===== config.mk =====
export PLATFORM = sky130hd
export DESIGN_NAME = axi_wr_arb_ctrl_flat
export DESIGN_NICKNAME = d
export VERILOG_FILES = /design/src/rtl/axi_ic_pkg.sv /design/src/rtl/axi_wr_arb_ctrl_if.sv /design/src/rtl/arb_pick4.sv /design/src/rtl/axi_wr_arb_ctrl.sv /design/src/flat_wrapper.sv
export SDC_FILE = /design/constraint.sdc
export NUM_CORES = 1
export LEC_CHECK = 0
export ABC_AREA = 1
export BUFFER_PORTS_ARGS = -buffer_cell sky130_fd_sc_hd__buf_4
export CORE_ASPECT_RATIO = 0.6
export CORE_MARGIN = 1
export CORE_UTILIZATION = 40
export CTS_CLUSTER_DIAMETER = 60
export DETAILED_ROUTE_END_ITERATION = 12
export PLACE_DENSITY = 0.62
export SYNTH_ARGS = -nofsm -noshare
export SYNTH_HDL_FRONTEND = slang
export SYNTH_SLANG_ARGS = --single-unit

===== constraint.sdc =====
create_clock -name clk -period 2.1 [get_ports clk]
set_input_delay 0.105 -clock clk [delete_from_list [all_inputs] [get_ports clk]]
set_output_delay 0.105 -clock clk [all_outputs]
set_load 0.03 [all_outputs]

===== src/rtl/axi_ic_pkg.sv =====
// -----------------------------------------------------------------------------
// axi_ic_pkg
//   Shared definitions for the 4-master AXI interconnect control path:
//   write/read scheduler FSM state encoding, master count, arbitration-type
//   constants and the Round-Robin search-start helper.
// -----------------------------------------------------------------------------
package axi_ic_pkg;

    localparam int NUM_MST = 4;

    // Arbitration policy selector values.
    localparam logic ARB_RR    = 1'b0;
    localparam logic ARB_FIXED = 1'b1;

    // Transaction phases of a write (and read) scheduler.
    typedef enum logic [1:0] {
        IDLE = 2'd0,
        ADDR = 2'd1,
        DATA = 2'd2,
        RESP = 2'd3
    } wr_state_t;

    // Round-Robin search start for a one-hot previous winner: the index after
    // the last winner, wrapping 3->0. No previous winner starts at 0.
    function automatic logic [1:0] rr_start_idx(input logic [NUM_MST-1:0] last_winner);
        case (last_winner)
            4'b0001: return 2'd1;
            4'b0010: return 2'd2;
            4'b0100: return 2'd3;
            default: return 2'd0;
        endcase
    endfunction

endpackage


===== src/rtl/axi_wr_arb_ctrl_if.sv =====
// -----------------------------------------------------------------------------
// axi_wr_arb_ctrl_if
//   Control-side view of the write path between the four masters and the
//   shared slave write port.
//
//   Signals:
//     m_awvalid / m_awready  per-master AW handshake (4 bits each)
//     s_awvalid / s_awready  AW handshake toward the shared slave port
//     s_wvalid/s_wready/s_wlast  observed W handshake on the muxed channel
//     s_bvalid / s_bready    observed B handshake on the muxed channel
//     grant                  one-hot mux select for AW/W/B (0 when idle)
//     aw_en / w_en / b_en    phase enables for the datapath gating
//
//   Modports:
//     master : the scheduler (drives ready/valid toward slave, grant, enables)
//     slave  : the surrounding datapath / environment
// -----------------------------------------------------------------------------
interface axi_wr_arb_ctrl_if;
    import axi_ic_pkg::*;

    logic [NUM_MST-1:0] m_awvalid;
    logic [NUM_MST-1:0] m_awready;
    logic               s_awvalid;
    logic               s_awready;
    logic               s_wvalid;
    logic               s_wready;
    logic               s_wlast;
    logic               s_bvalid;
    logic               s_bready;
    logic [NUM_MST-1:0] grant;
    logic               aw_en;
    logic               w_en;
    logic               b_en;

    modport master (
        input  m_awvalid, s_awready, s_wvalid, s_wready, s_wlast, s_bvalid, s_bready,
        output m_awready, s_awvalid, grant, aw_en, w_en, b_en
    );

    modport slave (
        output m_awvalid, s_awready, s_wvalid, s_wready, s_wlast, s_bvalid, s_bready,
        input  m_awready, s_awvalid, grant, aw_en, w_en, b_en
    );

endinterface


===== src/rtl/arb_pick4.sv =====
// -----------------------------------------------------------------------------
// arb_pick4
//   Combinational 4-way winner selection shared by the write and read
//   schedulers.
//
//   Ports:
//     req          in  4  request vector
//     last_winner  in  4  one-hot previous winner (0 = none yet)
//     arb_type     in  1  ARB_RR (0) or ARB_FIXED (1, index 0 highest)
//     winner       out 4  one-hot winner, 0 when req is 0
// -----------------------------------------------------------------------------
module arb_pick4
    import axi_ic_pkg::*;
(
    input  logic [NUM_MST-1:0] req,
    input  logic [NUM_MST-1:0] last_winner,
    input  logic               arb_type,
    output logic [NUM_MST-1:0] winner
);

    logic [1:0] start;
    logic [1:0] idx;
    logic       found;

    assign start = rr_start_idx(last_winner);

    // NOTE: every variable written in a combinational block gets a value on
    // entry; a path that leaves one unassigned would infer a latch.
    always_comb begin
        winner = '0;
        idx    = '0;
        found  = 1'b0;
        if (arb_type == ARB_FIXED) begin
            // Isolate the lowest set bit.
            winner = req & (~req + 4'd1);
        end else begin
            // Walk the ring from the start index; the 2-bit index wraps 3->0.
            for (int k = 0; k < NUM_MST; k++) begin
                idx = start + 2'(k);
                if (!found && req[idx]) begin
                    winner[idx] = 1'b1;
                    found       = 1'b1;
                end
            end
        end
    end

endmodule


===== src/rtl/axi_wr_arb_ctrl.sv =====
// -----------------------------------------------------------------------------
// axi_wr_arb_ctrl
//   Write-path scheduler for the 4-master AXI interconnect. Picks one master's
//   AW request (Round-Robin or Fixed-Priority), then locks the grant across the
//   AW handshake, the W burst and the B response while driving the mux select
//   and phase enables the write datapath uses.
//
//   Parameters:
//     TIMEOUT_CYC  watchdog limit in cycles (optional feature only)
//     CNT_W        width of the completed-transaction counter
//
//   Ports:
//     clk           in   system clock
//     rst_n         in   asynchronous active-low reset
//     arbiter_type  in   0 = Round-Robin, 1 = Fixed Priority; sampled in IDLE
//     bus           if   axi_wr_arb_ctrl_if.master (handshakes, grant, enables)
//     busy          out  high in any state other than IDLE
//     txn_cnt       out  completed-transaction count, wraps at 2^CNT_W
//     timeout_err   out  one-cycle watchdog pulse (0 unless feature enabled)
//
//   Optional feature macro: AXI_WR_ARB_TIMEOUT_EN
//     Adds a watchdog that aborts a transaction making no progress for
//     TIMEOUT_CYC cycles. Undefined: no counter, timeout_err tied 0.
// -----------------------------------------------------------------------------
module axi_wr_arb_ctrl
    import axi_ic_pkg::*;
#(
    parameter int unsigned TIMEOUT_CYC = 256,
    parameter int unsigned CNT_W       = 16
) (
    input  logic             clk,
    input  logic             rst_n,
    input  logic             arbiter_type,
    axi_wr_arb_ctrl_if.master bus,
    output logic             busy,
    output logic [CNT_W-1:0] txn_cnt,
    output logic             timeout_err
);

    // A watchdog limit below two cycles has no meaningful compare value; such
    // a configuration elaborates this marker block so it shows in the hierarchy.
    if (TIMEOUT_CYC < 2) begin : g_invalid_timeout_cyc
    end

    wr_state_t          state_q, state_d;
    logic [NUM_MST-1:0] grant_q, grant_d;
    logic [NUM_MST-1:0] last_q,  last_d;
    logic [NUM_MST-1:0] winner;
    logic [CNT_W-1:0]   cnt_q,   cnt_d;

    logic aw_phase, w_phase, b_phase;
    logic aw_fire, w_fire, w_last_fire, b_fire;
    logic wd_expire;

    arb_pick4 u_pick (
        .req         (bus.m_awvalid),
        .last_winner (last_q),
        .arb_type    (arbiter_type),
        .winner      (winner)
    );

    // Phase enables decode straight from the state register, so they are
    // glitch-free and drop with the asynchronous reset.
    assign aw_phase = (state_q == ADDR);
    assign w_phase  = (state_q == DATA);
    assign b_phase  = (state_q == RESP);
    assign busy     = (state_q != IDLE);

    assign bus.aw_en     = aw_phase;
    assign bus.w_en      = w_phase;
    assign bus.b_en      = b_phase;
    assign bus.grant     = grant_q;
    assign bus.s_awvalid = aw_phase & |(bus.m_awvalid & grant_q);
    assign bus.m_awready = aw_phase ? (grant_q & {NUM_MST{bus.s_awready}}) : '0;
    assign txn_cnt       = cnt_q;

    // W/B handshakes are qualified by phase: a W beat presented before the AW
    // handshake is not routed and must not advance the FSM.
    assign aw_fire     = bus.s_awvalid & bus.s_awready;
    assign w_fire      = w_phase & bus.s_wvalid & bus.s_wready;
    assign w_last_fire = w_fire & bus.s_wlast;
    assign b_fire      = b_phase & bus.s_bvalid & bus.s_bready;

    always_comb begin
        state_d = state_q;
        grant_d = grant_q;
        last_d  = last_q;
        cnt_d   = cnt_q;
        unique case (state_q)
            IDLE: begin
                if (|bus.m_awvalid) begin
                    grant_d = winner;
                    state_d = ADDR;
                end else begin
                    grant_d = '0;
                end
            end
            ADDR: if (aw_fire)     state_d = DATA;
            DATA: if (w_last_fire) state_d = RESP;
            RESP: begin
                if (b_fire) begin
                    state_d = IDLE;
                    grant_d = '0;
                    last_d  = grant_q;
                    cnt_d   = cnt_q + CNT_W'(1);
                end
            end
            default: state_d = IDLE;
        endcase
        // An aborted transaction still counts as the last winner so that
        // Round-Robin moves past the stalled master; it is not counted done.
        if (wd_expire) begin
            state_d = IDLE;
            grant_d = '0;
            last_d  = grant_q;
            cnt_d   = cnt_q;
        end
    end

    // NOTE: sequential state uses non-blocking assignments so every register
    // samples the pre-edge values, independent of statement order.
    always_ff @(posedge clk or negedge rst_n) begin
        if (!rst_n) begin
            state_q <= IDLE;
            grant_q <= '0;
            last_q  <= '0;
            cnt_q   <= '0;
        end else begin
            state_q <= state_d;
            grant_q <= grant_d;
            last_q  <= last_d;
            cnt_q   <= cnt_d;
        end
    end

`ifdef AXI_WR_ARB_TIMEOUT_EN
    localparam int unsigned     WD_W    = (TIMEOUT_CYC > 2) ? $clog2(TIMEOUT_CYC) : 1;
    localparam logic [WD_W-1:0] WD_LAST = WD_W'(TIMEOUT_CYC - 1);

    logic [WD_W-1:0] wd_q;
    logic            progress;

    // Any handshake that moves the FSM, or any W beat, is progress; the
    // watchdog only fires on a cycle with none of them.
    assign progress  = aw_fire | w_last_fire | b_fire | w_fire;
    assign wd_expire = busy & (wd_q == WD_LAST) & ~progress;

    always_ff @(posedge clk or negedge rst_n) begin
        if (!rst_n) begin
            wd_q <= '0;
        end else if ((state_d != state_q) || w_fire) begin
            wd_q <= '0;
        end else if (busy) begin
            wd_q <= wd_q + WD_W'(1);
        end
    end
`else
    assign wd_expire = 1'b0;
`endif

    assign timeout_err = wd_expire;

endmodule

===== src/flat_wrapper.sv =====
// flat-port wrapper written by rule: the top's interface ports become plain ports
module axi_wr_arb_ctrl_flat import axi_ic_pkg::*;
#(
    parameter int unsigned TIMEOUT_CYC = 256,
    parameter int unsigned CNT_W       = 16
)
  (clk, rst_n, arbiter_type, busy, txn_cnt, timeout_err, bus_m_awvalid, bus_s_awready, bus_s_wvalid, bus_s_wready, bus_s_wlast, bus_s_bvalid, bus_s_bready, bus_m_awready, bus_s_awvalid, bus_grant, bus_aw_en, bus_w_en, bus_b_en);
  axi_wr_arb_ctrl_if bus_i ();
  input  logic clk;
  input  logic rst_n;
  input  logic arbiter_type;
  output logic busy;
  output logic [CNT_W-1:0] txn_cnt;
  output logic timeout_err;
  input wire logic [$bits(bus_i.m_awvalid)-1:0] bus_m_awvalid;
  input wire logic [$bits(bus_i.s_awready)-1:0] bus_s_awready;
  input wire logic [$bits(bus_i.s_wvalid)-1:0] bus_s_wvalid;
  input wire logic [$bits(bus_i.s_wready)-1:0] bus_s_wready;
  input wire logic [$bits(bus_i.s_wlast)-1:0] bus_s_wlast;
  input wire logic [$bits(bus_i.s_bvalid)-1:0] bus_s_bvalid;
  input wire logic [$bits(bus_i.s_bready)-1:0] bus_s_bready;
  output wire logic [$bits(bus_i.m_awready)-1:0] bus_m_awready;
  output wire logic [$bits(bus_i.s_awvalid)-1:0] bus_s_awvalid;
  output wire logic [$bits(bus_i.grant)-1:0] bus_grant;
  output wire logic [$bits(bus_i.aw_en)-1:0] bus_aw_en;
  output wire logic [$bits(bus_i.w_en)-1:0] bus_w_en;
  output wire logic [$bits(bus_i.b_en)-1:0] bus_b_en;
  assign bus_i.m_awvalid = bus_m_awvalid;
  assign bus_i.s_awready = bus_s_awready;
  assign bus_i.s_wvalid = bus_s_wvalid;
  assign bus_i.s_wready = bus_s_wready;
  assign bus_i.s_wlast = bus_s_wlast;
  assign bus_i.s_bvalid = bus_s_bvalid;
  assign bus_i.s_bready = bus_s_bready;
  assign bus_m_awready = bus_i.m_awready;
  assign bus_s_awvalid = bus_i.s_awvalid;
  assign bus_grant = bus_i.grant;
  assign bus_aw_en = bus_i.aw_en;
  assign bus_w_en = bus_i.w_en;
  assign bus_b_en = bus_i.b_en;
  axi_wr_arb_ctrl #(.TIMEOUT_CYC(TIMEOUT_CYC), .CNT_W(CNT_W)) u_core (.clk(clk), .rst_n(rst_n), .arbiter_type(arbiter_type), .bus(bus_i), .busy(busy), .txn_cnt(txn_cnt), .timeout_err(timeout_err));
endmodule

==> flow_summary_export.csv <==
group,metric,value,unit
detailed_routing,drt_pre_antenna_iters,4,
worst_setup_path,r2r_cells,10,
logic_synthesis,netlist_area,1830,um^2
logic_synthesis,synth_top_area_frac,0.355,
clocking,root_buffer,"clkbuf_8",
timing,finClkSkew,6.33,ps
logic_synthesis,yosysUniqueCellTypes,31,
status,outcome,"completed",
worst_setup_path,path_max_fanout,3,
logic_synthesis,ys_seq_area_frac,0.355,
run,drv_cap,0,
clocking,htree_num_levels,1,
clocking,cts_tree,"yes",
global_route,antenna_found_initial,0,
detailed_routing,avgViaCountPerCell,4.81,
global_route,grt_pass1_wl,6.92,mm
global_route,gr-usage-met2,0.233,
power,ir_drop,0.629,mV
detailed_routing,wirelength,4.58,mm
timing,setup-violations-final,0,
detailed_routing,wl_per_cell,13.1,um
timing,drv_slew,0,
floorplanning,pin_count,43,
layout,num-nets-final,316,
worst_setup_path,end_kind,"flop",
layout,syn_to_final_growth,34.8,%
detailed_routing,route.detailed.drc,0,
min_path,hold_path_end,"u_core.bus.grant[3]$_DFFE_PN0P_",
worst_setup_path,cp-start-kind,"flop",
clocking,cts-buffers-inserted,3,
global_route,grt_start_max_net_pins,27,
power,total_power,0.00345,W
clocking,clock_path_buffers,2,
worst_setup_path,ff2ff_setup_slack,130,ps
floorplanning,start_util,0.431,
clocking,worstSkewPairLatency,270,ps
logic_synthesis,ys_ff_latch,26,
layout,diodes,0,
floorplanning,num_rows,18,
placed_design,dpl.hpwl,3.61,mm
worst_setup_path,path_class,"flop to flop",
logic_synthesis,synth.avg_cell_area,7.90,um^2
timing,finalCriticalPeriod,1970,ps
global_route,grt_overflow,0,
logic_synthesis,yosysTopAreaCell,"dfrtp_1",
global_route,grt.met3_usage,0.0452,
min_path,whs_path_depth,4,
detailed_routing,dr_total_vias,1677,
logic_synthesis,synth_area_leaders,"dfrtp_1 35%, nand2_1 12%, ha_1 8.9%, inv_1 7.2%, nand3_1 6.0%",
global_route,met1_usage,0.333,
min_path,hold_start,"arbiter_type",
worst_setup_path,crit_required,2300,ps
power,power.density,1400,nW/um^2
floorplanning,die_area,4870,um^2
floorplanning,die_h,54.4,um
layout,utilization,0.581,
detailed_routing,drtIter0Drc,176,
logic_synthesis,synth_nets,258,
timing,fin_ws,128,ps
placed_design,port_buffers,41,
detailed_routing,final_antenna_net_count,0,
placed_design,dp_slack,125,ps
min_path,hp-class,"input pin to flop",
global_route,busiest_layer,"met1",
logic_synthesis,syn_inst,232,
timing,hold_viol_final,0,
timing,finalCritPeriodShare,0.939,
floorplanning,core,4260,um^2
power,p_leak,1.27,nW
global_route,track_usage,0.195,
worst_setup_path,rr_endpoint,"u_core.txn_cnt[14]$_DFFE_PN0P_",
floorplanning,die_x,89.4,um
worst_setup_path,arrival,2170,ps
layout,layout-drive-gt1-share,0.308,
clocking,clk_pin_slew,90,ps
global_route,grt_pass1_vias,1380,
timing,max_freq,507,MHz
logic_synthesis,ys_warn_count,0,
clocking,clock-sinks,26,
worst_setup_path,r2r-start,"u_core.state_q[0]$_DFFE_PN0P_",
placed_design,gp_congestion,0.870,
through the flow:
step	cells	hold slack, ps	setup TNS [ps]	cell area [um^2]
2_1_floorplan	232	-191	0	1830
3_3_place_gp	338	35.7	0	2260
3_5_place_dp	338	36.0	0	2260
4_1_cts	343	142	0	2340
5_1_grt	349	156	-14.9	2470
6_report	349	145	0	2470
cell usage after synthesis, drive strengths merged:
cell type  instances
nand2             62
conb               1
nor4               2
o21ai              8
clkbuf             1
a221oi             1
nand3b             3
ha                13
xor2               8
nor2              19
o22ai              2
inv               35
or2                1
buf                1
nor3               5
a2bb2oi            1
xnor2              4
o21a               1
a21oi              5
nand3             25
nand4              7
nor3b              1
dfrtp             26
kinds of logic after synthesis:
family | synth area share
xor+xnor | 0.0573
flops | 0.355
compound gates | 0.0560
buf+inv | 0.0778
other cells | 0.00205
fa+ha+maj | 0.0887
simple gates | 0.363
cell usage in the layout, fill, tap and decap left out, types with 2 or more instances in the layout:
cell type  instances
a21oi_1            5
buf_4             54
clkbuf_8           3
dfrtp_1           24
dfrtp_2            2
ha_1              11
ha_4               2
inv_1             34
nand2_1           53
nand2_2            5
nand2_4            4
nand3_1           22
nand3_4            2
nand3b_1           3
nand4_1            7
nor2_1            12
nor2_2             2
nor2_4             5
nor3_1             3
nor3_4             2
o21ai_0            8
o22ai_1            2
xnor2_1            4
xor2_1             8
power breakdown:
group / internal [W] / leakage, nW / total, W / switching (W)
combinational: 0.000859 / 0.920 / 0.00227 / 0.00141
sequential: 0.000627 / 0.319 / 0.000769 / 0.000142
clock: 0.000255 / 0.0357 / 0.000415 / 0.000160
final cells by class:
cell class	instances	area [um^2]
Fill cell	374	1790
Multi-Input combinational cell	169	1120
Sequential cell	26	653
Timing Repair Buffer	55	415
Inverter	35	131
Tap cell	60	75.1
Clock buffer	3	41.3
Clock inverter	1	30.0
worst max path at each step:
stage	startpoint	end	slack, ps	cells after the start
after floorplan	u_core.state_q[0]$_DFFE_PN0P_	u_core.txn_cnt[15]$_DFFE_PN0P_	80	8
after global placement	u_core.last_q[2]$_DFFE_PN0P_	u_core.bus.grant[2]$_DFFE_PN0P_	170	12
after detailed placement	u_core.last_q[1]$_DFFE_PN0P_	u_core.bus.grant[2]$_DFFE_PN0P_	130	13
after CTS	u_core.last_q[1]$_DFFE_PN0P_	u_core.bus.grant[2]$_DFFE_PN0P_	80	13
after global routing	u_core.state_q[0]$_DFFE_PN0P_	u_core.txn_cnt[14]$_DFFE_PN0P_	-10	10
final	u_core.state_q[0]$_DFFE_PN0P_	u_core.txn_cnt[14]$_DFFE_PN0P_	130	10
repair_timing:
| action | CTS | global route |
|---|---|---|
| endpoints found under the hold margin | 26 | 0 |
| hold buffers | 1 | 0 |
| setup buffers | 0 | 6 |
| setup endpoints to repair | 0 | 6 |
| resized for setup | 0 | 19 |
flip-flops by register name, indices dropped and copies added (netlist names):
| register | count |
|---|---|
| u_core.txn_cnt | 16 |
| u_core.bus.grant | 4 |
| u_core.last_q | 4 |
| u_core.state_q | 2 |
critical path: stages (launching register included):
cell	delay [ps]
dfrtp_1	440
ha_4	170
nand3_4	90
nor2_4	120
nand2_2	90
nor4_4	360
nand2_2	110
nor2_4	150
nand3_2	110
nor2_2	100
xor2_1	140
layer usage:
metal	up-vias	part of all wire
met5	-	0
met4	0	0.0035
met3	2	0.053
met2	44	0.39
met1	773	0.55
li1	858	-
Power figures use the tool's default switching activity.
